[config.mk]
export PLATFORM = sky130hd
export DESIGN_NAME = game_controller
export DESIGN_NICKNAME = d
export VERILOG_FILES = /design/src/rtl/game_controller.sv
export SDC_FILE = /design/constraint.sdc
export NUM_CORES = 1
export LEC_CHECK = 0
export CAP_MARGIN = 0
export CORE_UTILIZATION = 58
export DETAILED_ROUTE_END_ITERATION = 6
export MAX_ROUTING_LAYER = met4
export PLACE_DENSITY = 0.93
export SLEW_MARGIN = 20
export SYNTH_ARGS = -nofsm -noshare
export SYNTH_HDL_FRONTEND = slang
export SYNTH_SLANG_ARGS = --single-unit
[constraint.sdc]
create_clock -name clk_100MHz -period 5.66 [get_ports clk_100MHz]
set_input_delay 1.698 -clock clk_100MHz [delete_from_list [all_inputs] [get_ports clk_100MHz]]
set_output_delay 1.698 -clock clk_100MHz [all_outputs]
set_load 0.05 [all_outputs]
[src/rtl/game_controller.sv]
// TicTacToe game-state sequencer: button edge detection, board/cursor/player, win/draw detection.
// Define GAME_DEBOUNCE_EN to insert a DEBOUNCE_CYCLES-long debounce stage ahead of edge detection.
module game_controller #(
    parameter int DEBOUNCE_CYCLES = 1000000,
    parameter int DB_W            = 20
) (
    input  logic        clk_100MHz,
    input  logic        reset,
    input  logic        up,
    input  logic        down,
    input  logic        left,
    input  logic        right,
    input  logic        select,
    input  logic        start,
    output logic        ce_ss,
    output logic        ce_ps,
    output logic        ce_ws,
    output logic [17:0] board,
    output logic [3:0]  cursor,
    output logic        player,
    output logic [1:0]  winner,
    output logic [7:0]  win_line,
    output logic [3:0]  move_count
);

    localparam logic [1:0] SS = 2'd0;
    localparam logic [1:0] PS = 2'd1;
    localparam logic [1:0] CK = 2'd2;
    localparam logic [1:0] WS = 2'd3;

    localparam int unsigned B_START  = 0;
    localparam int unsigned B_SELECT = 1;
    localparam int unsigned B_UP     = 2;
    localparam int unsigned B_DOWN   = 3;
    localparam int unsigned B_LEFT   = 4;
    localparam int unsigned B_RIGHT  = 5;

    localparam int unsigned LINES [8][3] = '{
        '{0, 1, 2}, '{3, 4, 5}, '{6, 7, 8},
        '{0, 3, 6}, '{1, 4, 7}, '{2, 5, 8},
        '{0, 4, 8}, '{2, 4, 6}
    };

    logic [5:0] raw, sync1, sync2, level, level_q, pulse;
    logic [1:0] state, state_n;
    logic [7:0] hits;
    logic [1:0] hit_mark;
    logic       cell_empty;

    assign raw = {right, left, down, up, select, start};

    always_ff @(posedge clk_100MHz) begin
        if (reset) begin
            sync1   <= '0;
            sync2   <= '0;
            level_q <= '0;
        end else begin
            sync1   <= raw;
            sync2   <= sync1;
            level_q <= level;
        end
    end

`ifdef GAME_DEBOUNCE_EN
    logic [DB_W-1:0] db_cnt [6];
    logic [5:0]      db_level;

    // Counter runs only while the synchronized level differs from the accepted one.
    always_ff @(posedge clk_100MHz) begin
        if (reset) begin
            db_level <= '0;
            for (int unsigned i = 0; i < 6; i++) db_cnt[i] <= '0;
        end else begin
            for (int unsigned i = 0; i < 6; i++) begin
                if (sync2[i] == db_level[i]) begin
                    db_cnt[i] <= '0;
                end else if (db_cnt[i] == DB_W'(DEBOUNCE_CYCLES - 1)) begin
                    db_level[i] <= sync2[i];
                    db_cnt[i]   <= '0;
                end else begin
                    db_cnt[i] <= db_cnt[i] + 1'b1;
                end
            end
        end
    end

    assign level = db_level;
`else
    assign level = sync2;
`endif

    assign pulse = level & ~level_q;

    function automatic logic [1:0] line_mark(input logic [1:0] a, input logic [1:0] b,
                                             input logic [1:0] c);
        return (a != 2'b00 && a == b && b == c) ? a : 2'b00;
    endfunction

    function automatic logic [3:0] step(input logic [3:0] c, input int unsigned dir);
        logic col0, col2;
        col0 = (c == 4'd0) || (c == 4'd3) || (c == 4'd6);
        col2 = (c == 4'd2) || (c == 4'd5) || (c == 4'd8);
        case (dir)
            B_UP:    return (c < 4'd3) ? c + 4'd6 : c - 4'd3;
            B_DOWN:  return (c > 4'd5) ? c - 4'd6 : c + 4'd3;
            B_LEFT:  return col0 ? c + 4'd2 : c - 4'd1;
            default: return col2 ? c - 4'd2 : c + 4'd1;
        endcase
    endfunction

    always_comb begin
        logic [1:0] m;
        m        = 2'b00;
        hits     = '0;
        hit_mark = 2'b00;
        for (int unsigned l = 0; l < 8; l++) begin
            m = line_mark(board[2*LINES[l][0] +: 2], board[2*LINES[l][1] +: 2],
                          board[2*LINES[l][2] +: 2]);
            if (m != 2'b00) begin
                hits[l]  = 1'b1;
                hit_mark = m;
            end
        end
    end

    assign cell_empty = (board[{cursor, 1'b0} +: 2] == 2'b00);

    always_comb begin
        state_n = state;
        case (state)
            SS: if (pulse[B_START]) state_n = PS;
            PS: if (pulse[B_SELECT] && cell_empty) state_n = CK;
            CK: state_n = (hits != '0 || move_count == 4'd9) ? WS : PS;
            WS: if (pulse[B_START]) state_n = SS;
            default: state_n = SS;
        endcase
    end

    always_ff @(posedge clk_100MHz) begin
        if (reset) begin
            state <= SS;
            ce_ss <= 1'b1;
            ce_ps <= 1'b0;
            ce_ws <= 1'b0;
        end else begin
            state <= state_n;
            ce_ss <= (state_n == SS);
            ce_ps <= (state_n == PS) || (state_n == CK);
            ce_ws <= (state_n == WS);
        end
    end

    always_ff @(posedge clk_100MHz) begin
        if (reset) begin
            board      <= '0;
            cursor     <= 4'd4;
            player     <= 1'b0;
            winner     <= 2'b00;
            win_line   <= '0;
            move_count <= '0;
        end else begin
            case (state)
                SS: if (pulse[B_START]) begin
                    board      <= '0;
                    cursor     <= 4'd4;
                    player     <= 1'b0;
                    winner     <= 2'b00;
                    win_line   <= '0;
                    move_count <= '0;
                end
                // Select outranks arrows even when it lands on an occupied cell.
                PS: if (pulse[B_SELECT]) begin
                    if (cell_empty) begin
                        board[{cursor, 1'b0} +: 2] <= player ? 2'b10 : 2'b01;
                        move_count                 <= move_count + 4'd1;
                    end
                end else if (pulse[B_UP]) begin
                    cursor <= step(cursor, B_UP);
                end else if (pulse[B_DOWN]) begin
                    cursor <= step(cursor, B_DOWN);
                end else if (pulse[B_LEFT]) begin
                    cursor <= step(cursor, B_LEFT);
                end else if (pulse[B_RIGHT]) begin
                    cursor <= step(cursor, B_RIGHT);
                end
                CK: if (hits != '0) begin
                    winner   <= hit_mark;
                    win_line <= hits;
                end else if (move_count == 4'd9) begin
                    winner <= 2'b11;
                end else begin
                    player <= ~player;
                end
                default: ;
            endcase
        end
    end

endmodule

**Word-level counts from Yosys, hierarchy flattened**

Cells that the tools add are included.
W data, S select, Z words.

- Register bits after elaboration: 60
- Bits of input ports: 8
- Output and inout port bits: 40
- Word-level logic and storage cells: 177

- $add $sub $neg: 10
- $lt $le $gt $ge: 2
- Eq/ne operators: 37
- Shift operators: 3
- Multiplexer cells: 61
- Bitwise logic cells: 3
- Reduce and logical (&&, ||, !) cells: 48

Operators with widths:

| cell | count |
|---|---|
| $mux W18 | 3 |
| $mux W4 | 13 |
| $mux W2 | 24 |
| $pmux W18 S2 | 1 |
| $eq A2 B2 Y1 | 16 |
| $reduce_bool A2 Y1 | 15 |
| $bwmux W18 | 1 |
| $shift A2 B7 Y18 const A | 1 |
| $shiftx A18 B6 Y2 | 1 |
| $shiftx A2 B7 Y18 | 1 |
| $logic_and A1 B1 Y1 | 17 |
| $mux W8 | 2 |
| $pmux W4 S2 | 2 |
| $pmux W8 S2 | 1 |
| $ne A2 B2 Y1 const B | 7 |
| $reduce_and A4 Y1 | 3 |
| $mux W1 | 11 |
| $add A4 B1 Y4 const B | 2 |
| $add A4 B2 Y4 const B | 2 |
| $eq A2 B2 Y1 const B | 4 |
| $eq A4 B2 Y1 const B | 2 |
| $eq A4 B3 Y1 const B | 2 |
| $eq A4 B4 Y1 const B | 2 |
| $pmux W2 S4 | 1 |
| 20 further kinds | 30 |

**Depth between registers and ports, before layout**

Gate-level depths: netlist of the first run.

- Depth after elaboration: 15
- Gate-level depth with buffers: 10
- Depth with buffers taken out: 9

**Least setup slack after synthesis of the first run**

OpenSTA, ideal clock, no wires.

- Kind: register to register
- Start: register cursor[1]
- End: register board[12]
- Setup time: 0.072 ns
- Arrival time: 2.584 ns
- Setup slack: 3.004 ns
- Cell stages (with the launch flop): 10
- Buffers on the path: 0
- Cells stage by stage: dfxtp_1 inv_1 ha_1 xor2_1 and3_1 a21oi_1 nor2_1 a31oi_1 nor2_1 mux2i_1

- Longest elaborated chain between the ends: 6
- Elaborated cells between the ends (all ways): 11

Ends and longest elaborated chain:

| what | RTL line | RTL |
|---|---|---|
| from (decl) | 19 | `output logic [3:0] cursor,` |
| from (signal assigned) | 178 | `cursor <= step(cursor, B_UP);` |
| from (signal assigned) | 180 | `cursor <= step(cursor, B_DOWN);` |
| from (signal assigned) | 182 | `cursor <= step(cursor, B_LEFT);` |
| $neg A5 Y7 | 174 | `board[{cursor, 1'b0} +: 2] <= player ? 2'b10 : 2'b01;` |
| $shiftx A2 B7 Y18 or $shift A2 B7 Y18 (tied branches) | 174 |  |
| $bwmux W18 | 174 |  |
| $mux W18 | 173 | `if (cell_empty) begin` |
| $mux W18 | 172 | `PS: if (pulse[B_SELECT]) begin` |
| $pmux W18 S2 | 162 | `case (state)` |
| to (signal, indexed assignment) | 174 |  |
| to (decl) | 18 | `output logic [17:0] board,` |

Several ways; a longest one is shown, not always the timed one. The select of a mux whose other input is x is not followed.
A chain may end at the register's enable or synchronous reset.

**Final worst setup path of the first run**

- Start: register cursor[3]
- End: output port cursor[3]

No word-level cell between the ends.

==> summary.txt, run 1 <==
status - complete, no violations
Max-cap violations - 0
Residual DRC - 0
critical path depth in cells - 1
final core utilization - 0.709
Final Hold Viols - 0
HPWL after DPL - 6610 microns
number of synthesized flops with an enable pin - 0
Syn Nets - 470
hold crit path type - flop to flop
number of buffers created by CTS - 9
register area share after synthesis - 0.331
PD cells - 200 nW/um^2
Clock Latency Late Sink - 340 ps
r2r worst-path depth - 7
Async SR Flop Fraction - 0
fin crit period - 3740 ps
critical path's largest stage delay - 930 ps
I/O pin count - 48
synthesized area - 3630 sq um
VDD IR max - 0.223 mV
GRT Resource Usage Total - 0.305
global route total overflow - 0
Switching Fraction - 0.254
Wirelength per Cell - 16.4 microns
endpoints failing setup - 0
n_diodes - 0
Die Ht - 81.1 microns
core area - 5990 sq um
critical path's slowest cell - clkdlybuf4s50_1
GP Congestion - 0.966
TritonCTS clock tree - yes
Hold Path Depth - 1
Tcrit/Tclk final - 0.660
DRT Wirelength - 9190 microns
Sequential Power Share - 0.512
Yosys reg bits - 60
routed vias/inst - 6.28
number of routed nets with antenna violations - 0
Die X - 81.1 microns
WP data arrival - 2040 ps
yosys warns - 0
critical-path cell list - clkdlybuf4s50_1
Final Skew - 9.83 ps
Worst-Margin Slew - 1060 ps
Switch Pwr - 0.216 mW
clk sinks - 60
Fillers - 453
Site Rows - 28
CTS HTree Levels - 3
FF+latch area - 1200 sq um
Initial Util - 0.606
TNS Setup - 0 ps
DR pass1 iterations - 5
Root Driver - clkbuf_8
area delta synth->final - 17.1%
Synth area leader - dfxtp_1
multi-input logic area - 2240 sq um
CP endpoint kind - primary output
post-CTS sizing - 0
initial antenna violation count - 0
DR iter-0 viols - 288
top-count cell post-synth - dfxtp_1
cell family with most CP delay - buffers and inverters
WP buf/inv - 1
unrepaired setup endpoints after global routing - false
CTS max path bufs - 2
Final #Nets - 503
Clock Power Share - 0.418
top post-synthesis cells by count - dfxtp_1 (60), nand2_1 (39), nor2_1 (38)
Mapped Cells - 449
CP Data Required Time - 3960 ps
vias in the first global route - 3,351
worst relative slew slack - 0.295
layout cell share with drive strength beyond 1 - 0.0924
combinational share of power - 0.071
internal power - 0.635 mW
synthesized area per cell - 8.08 sq um
port bufs - 47
Die ar. - 6580 sq um
WS Path Type - flop to primary output
pin count of the biggest net entering global routing - 25
top post-synthesis cells by area - dfxtp_1 (33%), ha_1 (4.5%), nor2b_1 (4.3%)
first-pass GRT wire length - 15,000 microns
setup bufs post-CTS - 0
Distinct cells, synth - 67
DR vias - 3,530
Synth top area share - 0.331
Lkg Pwr - 1.56 nW
hold_buf cts - 0
CP Max Fanout - 24
critical path startpoint category - flop
Synth Flop Type - dfxtp_1
Fmax - 0.268 GHz
clock transition at the registers of the reported paths - 70 ps
max-slew violations - 0
-- layout make-up --
| type | count | share of cell area |
|---|---|---|
| Clock buffer | 11 | 0.0356 |
| Clock inverter | 5 | 0.00854 |
| Inverter | 13 | 0.0115 |
| Multi-Input combinational cell | 350 | 0.527 |
| Sequential cell | 60 | 0.283 |
| Tap cell | 75 | 0.0221 |
| Timing Repair Buffer | 48 | 0.112 |
-- sequential cells by signal, indices dropped and copies added, names as in the netlist --
register / count
move_count: 4
sync1: 6
ce_ss: 1
level_q: 6
ce_ps: 1
win_line: 8
player: 1
cursor: 4
state: 2
board: 18
level: 6
ce_ws: 1
winner: 2
-- routing by layer --
layer | global-route usage | up-vias | routed length, microns
li1 | - | 1688 | -
met1 | 0.341 | 1626 | 3740
met2 | 0.492 | 182 | 4470
met3 | 0.0764 | 34 | 695
met4 | 0.180 | 0 | 286
met5 | - | - | 0
-- power by group through the flow --
stage / Sequential (mW) / Combinational (mW) / Clock, mW
floorplan: 0.450 / 0.0366 / 0
global placement: 0.444 / 0.0576 / 0
detailed placement: 0.445 / 0.0593 / 0
CTS: 0.435 / 0.0597 / 0.357
global route: 0.436 / 0.0658 / 0.375
finish: 0.435 / 0.0603 / 0.355
-- cell families (layout without fill, tap and decap cells) --
kind of cell,Yosys count,count (layout),share of synthesized area
compound gates,116,116,0.219
xor+xnor,5,5,0.0121
fa+ha+maj,13,13,0.0448
buf+inv,39,77,0.0520
flops,60,60,0.331
mux,13,13,0.0396
simple gates,203,203,0.302
-- cell usage in the layout, fill, tap and decap left out, types with 4 or more instances in the layout --
cell type	instances
a211oi_1	4
nand3_1	19
nand2b_1	11
a21oi_1	22
nor3_1	11
nor2_1	38
nor2b_1	25
dfxtp_1	60
clkdlybuf4s50_1	47
a22o_1	16
and3_1	9
ha_1	13
nand2_1	39
o21ai_0	28
a31oi_1	6
nand4_1	6
o31ai_1	5
clkbuf_8	11
or3_1	13
nor2_2	4
inv_1	12
mux2i_1	11
o211ai_1	4
or2_2	5
-- per-stage QoR --
step                      power [mW]  instance area [sq um]  hold WS [ps]  setup WS, ps  cells
after global placement         0.502                   4060           417          1990    546
after CTS                      0.852                   4250           445          1940    562
after detailed placement       0.504                   4060           430          1920    546
after global routing           0.877                   4250           463          1860    562
after floorplan                0.487                   3630           414          3000    449
final                          0.850                   4250           444          1920    562
-- worst paths after layout --
path | to | slack, ps | startpoint
setup / recovery | cursor[3] | 1920 | cursor[3]
hold / removal | level[0] | 440 | sync1[0]
setup reg to reg | board[8] | 2600 | cursor[0]
hold reg to reg | level[0] | 440 | sync1[0]
No activity file was read; power rests on OpenSTA's default activity.
==> run 2, diff against run 1 <==
Settings changed: CORE_UTILIZATION 58 to 56, PLACE_DENSITY 0.93 to 0.91.
Clock period 5.66 ns to 3.7 ns, I/O delays scaled along.
==> run 2 against run 1 <==
  * Sequential cell count did not move
  * Sequential share of layout area fell by 0.17 points
  * Die area rose by 3.5%
  * Global-route usage rose by 0.68 points
  * Via count rose by 0.82%
  * Setup slack got worse by 1400 ps
  * Count of clock-buffer cells in the layout rose by 1
  * Non-clock buffer count rose by 3
  * Sequential power rose by 53%
  * Clock power rose by 63%
==> summary.txt, run 2 (synthesized netlist as in run 1, its figures left out) <==
Hold Path Depth - 1 (unchanged)
initial antenna violation count - 0 (unchanged)
port bufs - 47 (unchanged)
first-pass GRT wire length - 15,300 microns (was 15,000 microns)
Switching Fraction - 0.228 (was 0.254)
GRT Resource Usage Total - 0.312 (was 0.305)
Site Rows - 28 (unchanged)
core area - 6100 sq um (was 5990 sq um)
Sequential Power Share - 0.498 (was 0.512)
Max-cap violations - 0 (unchanged)
post-CTS sizing - 0 (unchanged)
worst hold slack - 442 ps (was 444 ps)
critical-path cell list - clkdlybuf4s50_1 (unchanged)
setup bufs post-CTS - 0 (unchanged)
number of routed nets with antenna violations - 0 (unchanged)
I/O pin count - 48 (unchanged)
DR iter-0 viols - 297 (was 288)
Clock Latency Late Sink - 350 ps (was 340 ps)
global route total overflow - 0 (unchanged)
Worst-Margin Slew - 993 ps (was 1060 ps)
max-slew violations - 0 (unchanged)
CTS max path bufs - 2 (unchanged)
Fmax - 0.317 GHz
DR pass1 iterations - 5 (unchanged)
layout cell share with drive strength beyond 1 - 0.0922 (was 0.0924)
VDD IR max - 0.299 mV (was 0.223 mV)
Final Hold Viols - 0 (unchanged)
R2R setup slack - 1060 ps (was 2600 ps)
r2r worst-path depth - 9 (was 7)
WS Path Type - flop to primary output (unchanged)
n_diodes - 0 (unchanged)
Final #Nets - 506 (was 503)
Final Skew - 12.0 ps (was 9.83 ps)
status - complete, no violations (unchanged)
critical path depth in cells - 1 (unchanged)
commonest cells after routing, fill and taps aside - dfxtp_1 (60), clkdlybuf4s50_1 (47), nand2_1 (39), nor2_1 (38), o21ai_0 (28) (unchanged)
max FFs per register - 18 (unchanged)
DR vias - 3,559 (was 3,530)
pin count of the biggest net entering global routing - 25 (unchanged)
clk sinks - 60 (unchanged)
clock transition at the registers of the reported paths - 60 ps (was 70 ps)
CTS HTree Levels - 3 (unchanged)
combinational share of power - 0.071 (about the same)
GP Congestion - 1.00 (was 0.966)
critical path's slowest cell - clkdlybuf4s50_1 (unchanged)
Lkg Pwr - 1.59 nW (was 1.56 nW)
Switch Pwr - 0.305 mW (was 0.216 mW)
Residual DRC - 0 (unchanged)
critical path's largest stage delay - 930 ps (about the same)
Initial Util - 0.595 (was 0.606)
internal power - 1.03 mW (was 0.635 mW)
unrepaired setup endpoints after global routing - false (unchanged)
Reg with most FFs - board (unchanged)
Die ar. - 6810 sq um (was 6580 sq um)
TNS Setup - 0 ps (unchanged)
critical path startpoint category - flop (unchanged)
fin crit period - 3150 ps
TritonCTS clock tree - yes (unchanged)
PD cells - 313 nW/um^2 (was 200 nW/um^2)
Die X - 82.5 microns (was 81.1 microns)
hold crit path type - flop to flop (unchanged)
Root Driver - clkbuf_8 (unchanged)
area delta synth->final - 17.8% (was 17.1%)
worst relative slew slack - 0.329 (was 0.295)
cell family with most CP delay - buffers and inverters (unchanged)
number of buffers created by CTS - 9 (unchanged)
CP Max Fanout - 24 (unchanged)
HPWL after DPL - 6790 microns (was 6610 microns)
hold_buf cts - 0 (unchanged)
vias in the first global route - 3,287 (was 3,351)
endpoints failing setup - 0 (unchanged)
Wirelength per Cell - 17.1 microns (was 16.4 microns)
commonest non-fill, non-tap cell in the layout - dfxtp_1 (unchanged)
Tcrit/Tclk final - 0.852
Clock Power Share - 0.431 (was 0.418)
routed vias/inst - 6.32 (was 6.28)
Die Ht - 82.5 microns (was 81.1 microns)
CP endpoint kind - primary output (unchanged)
Largest regs - board: 18 flops, win_line: 8 flops (unchanged)
DRT Wirelength - 9640 microns (was 9190 microns)
WP buf/inv - 1 (unchanged)
CP Data Required Time - 2590 ps (was 3960 ps)
WP data arrival - 2040 ps (about the same)
## run 2: area by class of cell
class / instances / area (sq um)
clock buffer: 12 / 155
clock inverter: 2 / 35.0
fill: 483 / 1820
inverter: 13 / 48.8
multi-input combinational: 350 / 2240
sequential: 60 / 1200
tap: 75 / 93.8
timing repair buffer: 51 / 500
## run 2: layer usage
| layer | GRT usage | part of all wire |
|---|---|---|
| met5 | - | 0 |
| met4 | 0.152 | 0.027 |
| met3 | 0.0857 | 0.078 |
| met2 | 0.512 | 0.49 |
| met1 | 0.351 | 0.41 |
## run 2: power by group through the flow
stage / Clock (mW) / Combinational (mW) / Sequential, mW
2_1_floorplan: 0 / 0.0561 / 0.689
3_3_place_gp: 0 / 0.0899 / 0.679
3_5_place_dp: 0 / 0.0931 / 0.680
4_1_cts: 0.584 / 0.0941 / 0.666
5_1_grt: 0.610 / 0.103 / 0.667
6_report: 0.577 / 0.0949 / 0.666
## run 2: path summary, 6_finish.rpt
check         endpoint      start
max          cursor[3]  cursor[3]
min           level[3]   sync1[3]
max reg2reg   board[8]  cursor[2]
min reg2reg   level[3]   sync1[3]
## run 2: metrics by stage
stage	utilization	total power, mW	worst slack, ps	instances	cell area (sq um)
floorplan	-	0.745	1040	449	3630
global placement	0.670	0.769	790	549	4080
detailed placement	0.670	0.773	789	549	4080
CTS	0.701	1.34	551	563	4270
global route	0.701	1.38	449	563	4270
finish	0.701	1.34	547	563	4270
==> run 3, diff against run 2 <==
Settings changed: CORE_UTILIZATION 56 to 57, CTS_BUF_LIST from default to sky130_fd_sc_hd__clkbuf_8, GPL_ROUTABILITY_DRIVEN from default to 0, MAX_ROUTING_LAYER met4 to default, PLACE_DENSITY 0.91 to 0.92.
==> run 3 against run 2 <==
  * Via count grew 1.3%
  * Routed wire length shrank 2.3%
  * Count of clock-buffer cells in the layout shrank 2
  * Register-to-register slack lost 270 ps
  * Total power grew 5.0%
  * Global-route usage shrank 0.64 points
  * Combinational power shrank 0.9%
  * Critical path depth is the same
  * Clock power grew 12%
  * Critical endpoint is now cursor[2]
==> summary.txt, run 3 (synthesized netlist as in run 1, its figures left out) <==
initial antenna violation count - 0 (unchanged)
global route total overflow - 0 (unchanged)
CTS HTree Levels - 3 (unchanged)
total power - 1.40 mW (was 1.34 mW)
DR iter-0 viols - 266 (was 297)
Die Ht - 81.8 microns (was 82.5 microns)
Worst-Margin Slew - 698 ps (was 993 ps)
Site Rows - 28 (unchanged)
cell family with most CP delay - buffers and inverters (unchanged)
commonest cells after routing, fill and taps aside - dfxtp_1 (60), clkdlybuf4s50_1 (47), nand2_1 (39), nor2_1 (38), o21ai_0 (28) (unchanged)
Tcrit/Tclk final - 0.818 (was 0.852)
Max-cap violations - 0 (unchanged)
layout cell share with drive strength beyond 1 - 0.0939 (was 0.0922)
core area - 6030 sq um (was 6100 sq um)
area delta synth->final - 18.5% (was 17.8%)
DR pass1 iterations - 7 (was 5)
setup bufs post-CTS - 0 (unchanged)
n_diodes - 0 (unchanged)
critical-path cell list - clkdlybuf4s50_1 (unchanged)
Hold Path Depth - 1 (unchanged)
Largest regs - board: 18 flops, win_line: 8 flops (unchanged)
hold path endpoint - level[4] (was level[3])
routed vias/inst - 6.38 (was 6.32)
first-pass GRT wire length - 15,500 microns (was 15,300 microns)
I/O pin count - 48 (unchanged)
max FFs per register - 18 (unchanged)
number of buffers created by CTS - 9 (unchanged)
post-CTS sizing - 0 (unchanged)
Fmax - 0.331 GHz (was 0.317 GHz)
DRT Wirelength - 9420 microns (was 9640 microns)
CTS max path bufs - 2 (unchanged)
hold_sp - sync1[4] (was sync1[3])
HPWL after DPL - 6710 microns (was 6790 microns)
GRT Resource Usage Total - 0.306 (was 0.312)
WP data arrival - 1920 ps (was 2040 ps)
Final #Nets - 506 (unchanged)
WS Path Type - flop to primary output (unchanged)
CP Max Fanout - 15 (was 24)
status - complete, no violations (unchanged)
Clock Latency Late Sink - 350 ps (about the same)
Reg with most FFs - board (unchanged)
critical path's slowest cell - clkdlybuf4s50_1 (unchanged)
Final Skew - 8.24 ps (was 12.0 ps)
FF+latch area - 1200 sq um (unchanged)
TNS Setup - 0 ps (unchanged)
WP buf/inv - 1 (unchanged)
clk sinks - 60 (unchanged)
Final Hold Viols - 0 (unchanged)
CP endpoint kind - primary output (unchanged)
vias in the first global route - 3,494 (was 3,287)
Lkg Pwr - 1.61 nW (was 1.59 nW)
worst relative slew slack - 0.533 (was 0.329)
Fillers - 461 (was 483)
Die ar. - 6690 sq um (was 6810 sq um)
critical path startpoint category - flop (unchanged)
fin crit period - 3030 ps (was 3150 ps)
r2r worst-path depth - 9 (unchanged)
Root Driver - clkbuf_8 (unchanged)
commonest non-fill, non-tap cell in the layout - dfxtp_1 (unchanged)
endpoints failing setup - 0 (unchanged)
Wirelength per Cell - 16.7 microns (was 17.1 microns)
VDD IR max - 0.322 mV (was 0.299 mV)
pin count of the biggest net entering global routing - 25 (unchanged)
clock transition at the registers of the reported paths - 70 ps (was 60 ps)
TritonCTS clock tree - yes (unchanged)
Residual DRC - 0 (unchanged)
DR vias - 3,606 (was 3,559)
CP Data Required Time - 2590 ps (about the same)
RR Endpoint - board[12] (was board[8])
PD cells - 326 nW/um^2 (was 313 nW/um^2)
hold_buf cts - 0 (unchanged)
hold crit path type - flop to flop (unchanged)
R2R setup slack - 790 ps (was 1060 ps)
number of routed nets with antenna violations - 0 (unchanged)
multi-input logic area - 2240 sq um (unchanged)
Initial Util - 0.602 (was 0.595)
max-slew violations - 0 (unchanged)
critical path's largest stage delay - 910 ps (was 930 ps)
Die X - 81.8 microns (was 82.5 microns)
unrepaired setup endpoints after global routing - false (unchanged)
port bufs - 47 (unchanged)
RR Startpoint - cursor[1] (was cursor[2])
## run 3: cell count changes in the layout (fill, tap and decap cells not counted), sizes merged
cell	change
bufinv	+1
clkinvlp	+1
clkbuf	-2
inv	+2
## run 3: power by group
group          leakage, nW  switching (mW)  total [mW]  internal (mW)
Clock                0.115           0.254       0.645          0.391
Combinational         1.00          0.0581      0.0940         0.0359
Sequential           0.487         0.00800       0.666          0.658
## run 3: stage by stage
stage	cell area, sq um	std cells	hold WS, ps	worst slack (ps)	utilization
after detailed placement	4080	549	433	735	0.678
after global routing	4300	565	464	551	0.714
after floorplan	3630	449	414	1040	-
final	4300	565	444	675	0.714
after global placement	4080	549	415	796	0.678
after CTS	4300	565	451	685	0.714
## run 3: final cells by class
class / instances / share of cell area
clock inverters: 6 / 0.0186
clock buffers: 10 / 0.0320
multi-input cells: 350 / 0.521
repair buffers: 51 / 0.116
inverters: 13 / 0.0113
well taps: 75 / 0.0218
flip-flops and latches: 60 / 0.279
## run 3: worst max-delay path by stage
stage	cells after the start	startpoint	slack (ps)	endpoint
2_1_floorplan	9	cursor[1]	1040	board[12]
3_3_place_gp	5	reset	800	win_line[3]
3_5_place_dp	5	reset	730	win_line[6]
4_1_cts	1	cursor[2]	690	cursor[2]
5_1_grt	9	cursor[1]	550	board[13]
6_report	1	cursor[2]	670	cursor[2]
## run 3: routing by layer
metal,share of wire,wire [microns],up-vias,global-route usage
li1,-,-,1689,-
met1,0.39,3670,1660,0.341
met2,0.49,4660,221,0.517
met3,0.084,795,36,0.0844
met4,0.031,291,0,0.182
met5,0,0,-,0
